### src/rtl/m68k_bus_master_pkg.sv
// ============================================================================
// Module      : m68k_bus_pkg
// Description : Shared state encoding and bus constants for the 68030-style
//               bus initiator.
// Revision    : 1.0 - initial release
// ============================================================================
`default_nettype none

package m68k_bus_pkg;

    typedef enum logic [2:0] {
        ST_IDLE    = 3'd0,
        ST_ADDR    = 3'd1,
        ST_STROBE  = 3'd2,
        ST_WAIT    = 3'd3,
        ST_TERM    = 3'd4,
        ST_RECOVER = 3'd5
    } bus_state_t;

    localparam logic [1:0] SIZ_BYTE = 2'b01;
    localparam logic [1:0] SIZ_WORD = 2'b10;
    localparam logic [1:0] SIZ_LONG = 2'b00;

    localparam logic [2:0] FC_USER_DATA = 3'b001;
    localparam logic [2:0] FC_SUPV_DATA = 3'b101;
    localparam logic [2:0] FC_CPU_SPACE = 3'b111;

endpackage

`default_nettype wire

### src/rtl/m68k_bus_master_if.sv
// ============================================================================
// Module      : m68k_bus_master_if
// Description : Request/response side and 68030 bus side of the initiator.
// Revision    : 1.0 - initial release
// ============================================================================
`default_nettype none

interface m68k_bus_master_if;
    logic        req;
    logic [31:0] req_addr;
    logic        req_wr;
    logic [7:0]  req_wdata;
    logic [2:0]  req_fc;
    logic        busy;
    logic        done;
    logic        err;
    logic [7:0]  rdata;
    logic [31:0] a;
    logic [2:0]  fc;
    logic        rw;
    logic [1:0]  siz;
    logic        as_n;
    logic        ds_n;
    logic [7:0]  d_out;
    logic        d_oe;
    logic [7:0]  d_in;
    logic        dsack0_n;
    logic        dsack1_n;
    logic        berr_n;

    modport master (
        input  req, req_addr, req_wr, req_wdata, req_fc,
        input  d_in, dsack0_n, dsack1_n, berr_n,
        output busy, done, err, rdata,
        output a, fc, rw, siz, as_n, ds_n, d_out, d_oe
    );

    modport slave (
        output req, req_addr, req_wr, req_wdata, req_fc,
        output d_in, dsack0_n, dsack1_n, berr_n,
        input  busy, done, err, rdata,
        input  a, fc, rw, siz, as_n, ds_n, d_out, d_oe
    );
endinterface

`default_nettype wire

### src/rtl/m68k_bus_master_input_sync.sv
// ============================================================================
// Module      : bus_input_sync
// Description : Multi-bit flop-chain synchronizer, flops reset to 1 so that
//               active-low bus terminations start negated.
// Revision    : 1.0 - initial release
// ============================================================================
`default_nettype none

module bus_input_sync #(
    parameter int WIDTH  = 3,
    parameter int STAGES = 2
) (
    input  wire logic             clk,
    input  wire logic             rst,
    input  wire logic [WIDTH-1:0] i_async,
    output logic      [WIDTH-1:0] o_sync
);

    logic [WIDTH-1:0] r_chain [STAGES];

    always_ff @(posedge clk) begin
        if (rst) begin
            for (int i = 0; i < STAGES; i++) begin
                r_chain[i] <= '1;
            end
        end else begin
            r_chain[0] <= i_async;
            for (int i = 1; i < STAGES; i++) begin
                r_chain[i] <= r_chain[i-1];
            end
        end
    end

    assign o_sync = r_chain[STAGES-1];

endmodule

`default_nettype wire

### src/rtl/m68k_bus_master.sv
// ============================================================================
// Module      : m68k_bus_master
// Description : Single-byte 68030-style asynchronous bus cycle initiator.
// Revision    : 1.0 - initial release
// ============================================================================
`default_nettype none

module m68k_bus_master
    import m68k_bus_pkg::*;
#(
    parameter int SYNC_STAGES    = 2,
    parameter int TIMEOUT_CYCLES = 255
) (
    input wire logic          clk,
    input wire logic          rst,
    m68k_bus_master_if.master bus
);

    localparam logic [15:0] c_timeout_last = 16'(TIMEOUT_CYCLES - 1);

    bus_state_t  r_state;
    bus_state_t  w_next;
    logic [31:0] r_a;
    logic [2:0]  r_fc;
    logic        r_rw;
    logic [7:0]  r_d_out;
    logic [7:0]  r_rdata;
    logic        r_err;
    logic [15:0] r_cnt;

    logic [2:0]  w_sync;
    logic        w_ack;
    logic        w_berr;
    logic        w_timeout;

    bus_input_sync #(
        .WIDTH  (3),
        .STAGES (SYNC_STAGES)
    ) u_term_sync (
        .clk     (clk),
        .rst     (rst),
        .i_async ({bus.berr_n, bus.dsack1_n, bus.dsack0_n}),
        .o_sync  (w_sync)
    );

    assign w_ack     = ~w_sync[0] | ~w_sync[1];
    assign w_berr    = ~w_sync[2];
    assign w_timeout = (r_cnt == c_timeout_last);

    always_ff @(posedge clk) begin
        if (rst) begin
            r_state <= ST_IDLE;
        end else begin
            r_state <= w_next;
        end
    end

    always_comb begin
        w_next = r_state;
        case (r_state)
            ST_IDLE:    if (bus.req) w_next = ST_ADDR;
            ST_ADDR:    w_next = ST_STROBE;
            ST_STROBE:  w_next = ST_WAIT;
            ST_WAIT:    if (w_berr || w_ack || w_timeout) w_next = ST_TERM;
            ST_TERM:    w_next = ST_RECOVER;
            // One clock here already satisfies the minimum recovery; a
            // responder with DSACK tied low must not stall us, so only a
            // still-asserted BERR holds the block in RECOVER.
            ST_RECOVER: if (!w_berr) w_next = ST_IDLE;
            default:    w_next = ST_IDLE;
        endcase
    end

    always_ff @(posedge clk) begin
        if (rst) begin
            r_a     <= '0;
            r_fc    <= '0;
            r_rw    <= 1'b1;
            r_d_out <= '0;
            r_rdata <= '0;
            r_err   <= 1'b0;
            r_cnt   <= '0;
        end else begin
            if (r_state == ST_IDLE && bus.req) begin
                r_a     <= bus.req_addr;
                r_fc    <= bus.req_fc;
                r_rw    <= ~bus.req_wr;
                r_d_out <= bus.req_wdata;
                r_err   <= 1'b0;
            end
            if (r_state == ST_WAIT && w_next == ST_WAIT) begin
                r_cnt <= r_cnt + 16'd1;
            end else begin
                r_cnt <= '0;
            end
            if (r_state == ST_WAIT) begin
                if (w_berr) begin
                    r_err <= 1'b1;
                end else if (w_ack) begin
                    r_err <= 1'b0;
                    if (r_rw) r_rdata <= bus.d_in;
                end else if (w_timeout) begin
                    r_err <= 1'b1;
                end
            end
        end
    end

    logic w_as_n;
    logic w_ds_n;
    logic w_d_oe;
    logic w_busy;
    logic w_done;
    logic w_err;

    always_comb begin
        w_as_n = 1'b1;
        w_ds_n = 1'b1;
        w_d_oe = 1'b0;
        w_busy = (r_state != ST_IDLE);
        w_done = 1'b0;
        w_err  = 1'b0;
        case (r_state)
            ST_ADDR: begin
                w_d_oe = ~r_rw;
            end
            ST_STROBE: begin
                w_as_n = 1'b0;
                w_ds_n = ~r_rw;   // writes hold DS_n off for data setup
                w_d_oe = ~r_rw;
            end
            ST_WAIT: begin
                w_as_n = 1'b0;
                w_ds_n = 1'b0;
                w_d_oe = ~r_rw;
            end
            ST_TERM: begin
                w_done = 1'b1;
                w_err  = r_err;
            end
            default: ;
        endcase
    end

    assign bus.as_n  = w_as_n;
    assign bus.ds_n  = w_ds_n;
    assign bus.d_oe  = w_d_oe;
    assign bus.busy  = w_busy;
    assign bus.done  = w_done;
    assign bus.err   = w_err;
    assign bus.a     = r_a;
    assign bus.fc    = r_fc;
    assign bus.rw    = r_rw;
    assign bus.siz   = SIZ_BYTE;
    assign bus.d_out = r_d_out;
    assign bus.rdata = r_rdata;

endmodule

`default_nettype wire
### src/flat_wrapper.sv
// flat-port wrapper written by rule: the top's interface ports become plain ports
module m68k_bus_master_flat import m68k_bus_pkg::*;
#(
    parameter int SYNC_STAGES    = 2,
    parameter int TIMEOUT_CYCLES = 255
)
  (clk, rst, bus_req, bus_req_addr, bus_req_wr, bus_req_wdata, bus_req_fc, bus_d_in, bus_dsack0_n, bus_dsack1_n, bus_berr_n, bus_busy, bus_done, bus_err, bus_rdata, bus_a, bus_fc, bus_rw, bus_siz, bus_as_n, bus_ds_n, bus_d_out, bus_d_oe);
  m68k_bus_master_if bus_i ();
  input wire logic clk;
  input wire logic rst;
  input wire logic [$bits(bus_i.req)-1:0] bus_req;
  input wire logic [$bits(bus_i.req_addr)-1:0] bus_req_addr;
  input wire logic [$bits(bus_i.req_wr)-1:0] bus_req_wr;
  input wire logic [$bits(bus_i.req_wdata)-1:0] bus_req_wdata;
  input wire logic [$bits(bus_i.req_fc)-1:0] bus_req_fc;
  input wire logic [$bits(bus_i.d_in)-1:0] bus_d_in;
  input wire logic [$bits(bus_i.dsack0_n)-1:0] bus_dsack0_n;
  input wire logic [$bits(bus_i.dsack1_n)-1:0] bus_dsack1_n;
  input wire logic [$bits(bus_i.berr_n)-1:0] bus_berr_n;
  output wire logic [$bits(bus_i.busy)-1:0] bus_busy;
  output wire logic [$bits(bus_i.done)-1:0] bus_done;
  output wire logic [$bits(bus_i.err)-1:0] bus_err;
  output wire logic [$bits(bus_i.rdata)-1:0] bus_rdata;
  output wire logic [$bits(bus_i.a)-1:0] bus_a;
  output wire logic [$bits(bus_i.fc)-1:0] bus_fc;
  output wire logic [$bits(bus_i.rw)-1:0] bus_rw;
  output wire logic [$bits(bus_i.siz)-1:0] bus_siz;
  output wire logic [$bits(bus_i.as_n)-1:0] bus_as_n;
  output wire logic [$bits(bus_i.ds_n)-1:0] bus_ds_n;
  output wire logic [$bits(bus_i.d_out)-1:0] bus_d_out;
  output wire logic [$bits(bus_i.d_oe)-1:0] bus_d_oe;
  assign bus_i.req = bus_req;
  assign bus_i.req_addr = bus_req_addr;
  assign bus_i.req_wr = bus_req_wr;
  assign bus_i.req_wdata = bus_req_wdata;
  assign bus_i.req_fc = bus_req_fc;
  assign bus_i.d_in = bus_d_in;
  assign bus_i.dsack0_n = bus_dsack0_n;
  assign bus_i.dsack1_n = bus_dsack1_n;
  assign bus_i.berr_n = bus_berr_n;
  assign bus_busy = bus_i.busy;
  assign bus_done = bus_i.done;
  assign bus_err = bus_i.err;
  assign bus_rdata = bus_i.rdata;
  assign bus_a = bus_i.a;
  assign bus_fc = bus_i.fc;
  assign bus_rw = bus_i.rw;
  assign bus_siz = bus_i.siz;
  assign bus_as_n = bus_i.as_n;
  assign bus_ds_n = bus_i.ds_n;
  assign bus_d_out = bus_i.d_out;
  assign bus_d_oe = bus_i.d_oe;
  m68k_bus_master #(.SYNC_STAGES(SYNC_STAGES), .TIMEOUT_CYCLES(TIMEOUT_CYCLES)) u_core (.clk(clk), .rst(rst), .bus(bus_i));
endmodule
### config.mk
export PLATFORM = sky130hd
export DESIGN_NAME = m68k_bus_master_flat
export DESIGN_NICKNAME = d
export VERILOG_FILES = /design/src/rtl/m68k_bus_master_pkg.sv /design/src/rtl/m68k_bus_master_if.sv /design/src/rtl/m68k_bus_master_input_sync.sv /design/src/rtl/m68k_bus_master.sv /design/src/flat_wrapper.sv
export SDC_FILE = /design/constraint.sdc
export NUM_CORES = 1
export LEC_CHECK = 0
export ABC_AREA = 1
export CAP_MARGIN = 10
export CORE_MARGIN = 1
export CORE_UTILIZATION = 35
export CTS_CLUSTER_DIAMETER = 50
export DETAILED_ROUTE_END_ITERATION = 8
export PLACE_DENSITY = 0.7
export SYNTH_ARGS = -nofsm -noshare
export SYNTH_HDL_FRONTEND = slang
export SYNTH_SLANG_ARGS = --single-unit
### constraint.sdc
create_clock -name clk -period 4.1 [get_ports clk]
set_input_delay 0.82 -clock clk [delete_from_list [all_inputs] [get_ports clk]]
set_output_delay 0.82 -clock clk [all_outputs]
set_load 0.02 [all_outputs]
==> reports/metrics.csv <==
metric,value,unit
status,finished clean,
placementRows,34,
worst_pin_slew,661,ps
slew_headroom,55.9,%
start_util,36.2,%
clock_tree.root_cell,clkbuf_8,
viasPerCell,4.53,
die_x,97.0,um
cts_tree,built,
fin_skew,12.0,ps
syn_nets,459,
synth_top_area_share,49.5,%
grt-ovfl-total,0,
r2r-start,u_core.r_state[2],
ioPinCount,118,
crit_arrival,1690,ps
ys_top_cells_by_area,"dfxtp_1 (49%), nand2_1 (13%), a21oi_1 (8.7%), inv_1 (3.7%), nor2_1 (3.4%)",
hp-start,u_core.u_term_sync.r_chain[0][0],
synth_edf_count,0,
critPathBufInv,2,
core_area,8720,sq um
yosysWarnings,0,
cpMaxStageDelayCell,clkdlybuf4s50_1,
max_freq,0.399,GHz
wl_per_cell,11.7,um
antenna_found_initial,0,
place_hpwl,5.18,mm
peakVddDrop,213,uV
finalPower,1.84,mW
setup_viol,0,
cts_resized,0,
cts_setup_buffers,0,
antenna_cells,0,
hp-class,reg2reg,
ctsHtreeMaxLevel,3,
cp_top_family,buffers and inverters,
vias,2811,
period_minus_slack,2510,ps
cts.sinks,78,
synth_ff_type,dfxtp_1,
grt_start_max_net_pins,49,
first_global_vias,2826,
grt_usage,16.5,%
nets,568,
fp.dieH,97.0,um
crit_start,u_core.r_state[1],
drc,0,
critical-path-max-stage-delay,550,ps
async_flop_share,0,%
synth.most_common_cell,nand2_1,
synth_seq_cells,78,
clockBufferDepth,2,
ctsHoldBuffers,0,
dieArea,9400,sq um
startpoint_type,flip-flop,
ant_nets,0,
num-fill-cells,825,
synth_area_leader_cell,dfxtp_1,
fin_crit_sh,61.1,%
synthesis.instances,399,
syn_avg_cell_area,7.91,sq um
worstSetupEndpointType,primary output,
powerDensity,403,nW/um^2
total_leakage_power,1.68,nW
rsz0062_at_grt,false,
cp_cell_sequence,inv_1 -> nor2_1 -> o21ai_0 -> clkdlybuf4s50_1,
synth_common_cells,"nand2_1 (110), dfxtp_1 (78), a21oi_1 (55)",
wl,7.29,mm
path_clk_slew,80,ps
cts-buffers-inserted,9,
drive_gt1_share,10.5,%
maxCapViolCount,0,
finalMaxSlewViolations,0,
grt_pass1_wl,12.6,mm
hold_viol,0,
clk_latency,350,ps
routabilityCongestion,0.795,
crit_type,reg2out,
numPortBuffers,115,
synthToLayoutAreaGrowth,44.8,%
drt_iter0_drc,92,
seq_area_frac_synth,49.5,%
dr.pass1.iters,4,
netlist-cell-type-count,30,
finalSetupTns,0,ps
cp_max_fo,3,
crit_required,3280,ps
netlist_area,3160,sq um
cell families after synthesis:
family                     after synthesis  synth area share [%]
other                                    2                 0.238
buffers and inverters                   53                  8.33
adders and majority gates                2                 0.793
AOI/OAI and AO/OA                       68                  10.9
DFF                                     78                  49.5
and+or+nand+nor                        184                  27.0
xor gates and xnor gates                12                  3.33
cell usage in the layout (no fill, tap or decap), types with 3 or more instances in the layout:
| cell type | n |
|---|---|
| a21oi_1 | 55 |
| bufinv_16 | 3 |
| clkbuf_8 | 10 |
| clkdlybuf4s50_1 | 114 |
| dfxtp_1 | 78 |
| inv_1 | 31 |
| inv_2 | 3 |
| nand2_1 | 110 |
| nand2_2 | 3 |
| nand3_1 | 5 |
| nand3_2 | 5 |
| nor2_1 | 29 |
| nor2_2 | 13 |
| nor3_1 | 5 |
| o21ai_0 | 9 |
| o21ai_1 | 3 |
| or2_2 | 6 |
| xnor2_1 | 5 |
| xor2_1 | 7 |
where the power goes:
group / total [mW] / switching [mW] / internal [mW] / leakage (nW)
Combinational: 0.309 / 0.159 / 0.150 / 0.923
Clock: 0.710 / 0.284 / 0.425 / 0.124
Sequential: 0.825 / 0.0262 / 0.799 / 0.637
final timing paths:
path / endpoint / slack (ps) / cells past startpoint
max: bus_ds_n / 1590 / 4
min: u_core.u_term_sync.r_chain[0][3] / 410 / 1
max reg2reg: u_core.bus.d_out[2] / 2250 / 6
min reg2reg: u_core.u_term_sync.r_chain[0][3] / 410 / 1
per-stage QoR:
stage,cell area [sq um],hold WS (ps),instances,setup WS [ps],utilization [%]
3_3_place_gp,4320,393,605,1480,49.5
4_1_cts,4570,420,621,1580,52.4
5_1_grt,4570,427,621,1490,52.4
2_1_floorplan,3160,389,399,2340,-
3_5_place_dp,4320,397,605,1480,49.5
6_report,4570,414,621,1590,52.4
metal layers:
| layer | vias to the layer above | global-route usage [%] | part of all wire, % |
|---|---|---|---|
| li1 | 1457 | - | - |
| met2 | 83 | 28.7 | 50 |
| met3 | 10 | 8.89 | 9.0 |
| met1 | 1261 | 16.6 | 40 |
| met5 | - | 0 | 0 |
| met4 | 0 | 5.74 | 1.7 |
worst reg2reg max path, cell delays in order (launching register included):
cell,delay (ps)
dfxtp_1,420
inv_1,120
nand3_2,80
buf_4,410
inv_2,430
nand2_1,180
a21oi_1,70
cell type report:
cell class                      instances  area [sq um]  share of cell area, %
Multi-Input combinational cell        268          1330                   29.1
Inverter                               34           128                   2.79
Clock buffer                           10           138                   3.01
Sequential cell                        78          1560                   34.2
Tap cell                              108           135                   2.96
Timing Repair Buffer                  117          1160                   25.4
Clock inverter                          6           115                   2.52
state kept, by name, indices dropped and copies added, names as in the netlist:
signal	cells
u_core.bus.d_out	8
u_core.r_err	1
u_core.r_cnt	16
u_core.u_term_sync.r_chain	6
u_core.r_state	3
u_core.bus.rdata	8
u_core.bus.rw	1
u_core.bus.fc	3
u_core.bus.a	32
Power figures use the tool's default switching activity.
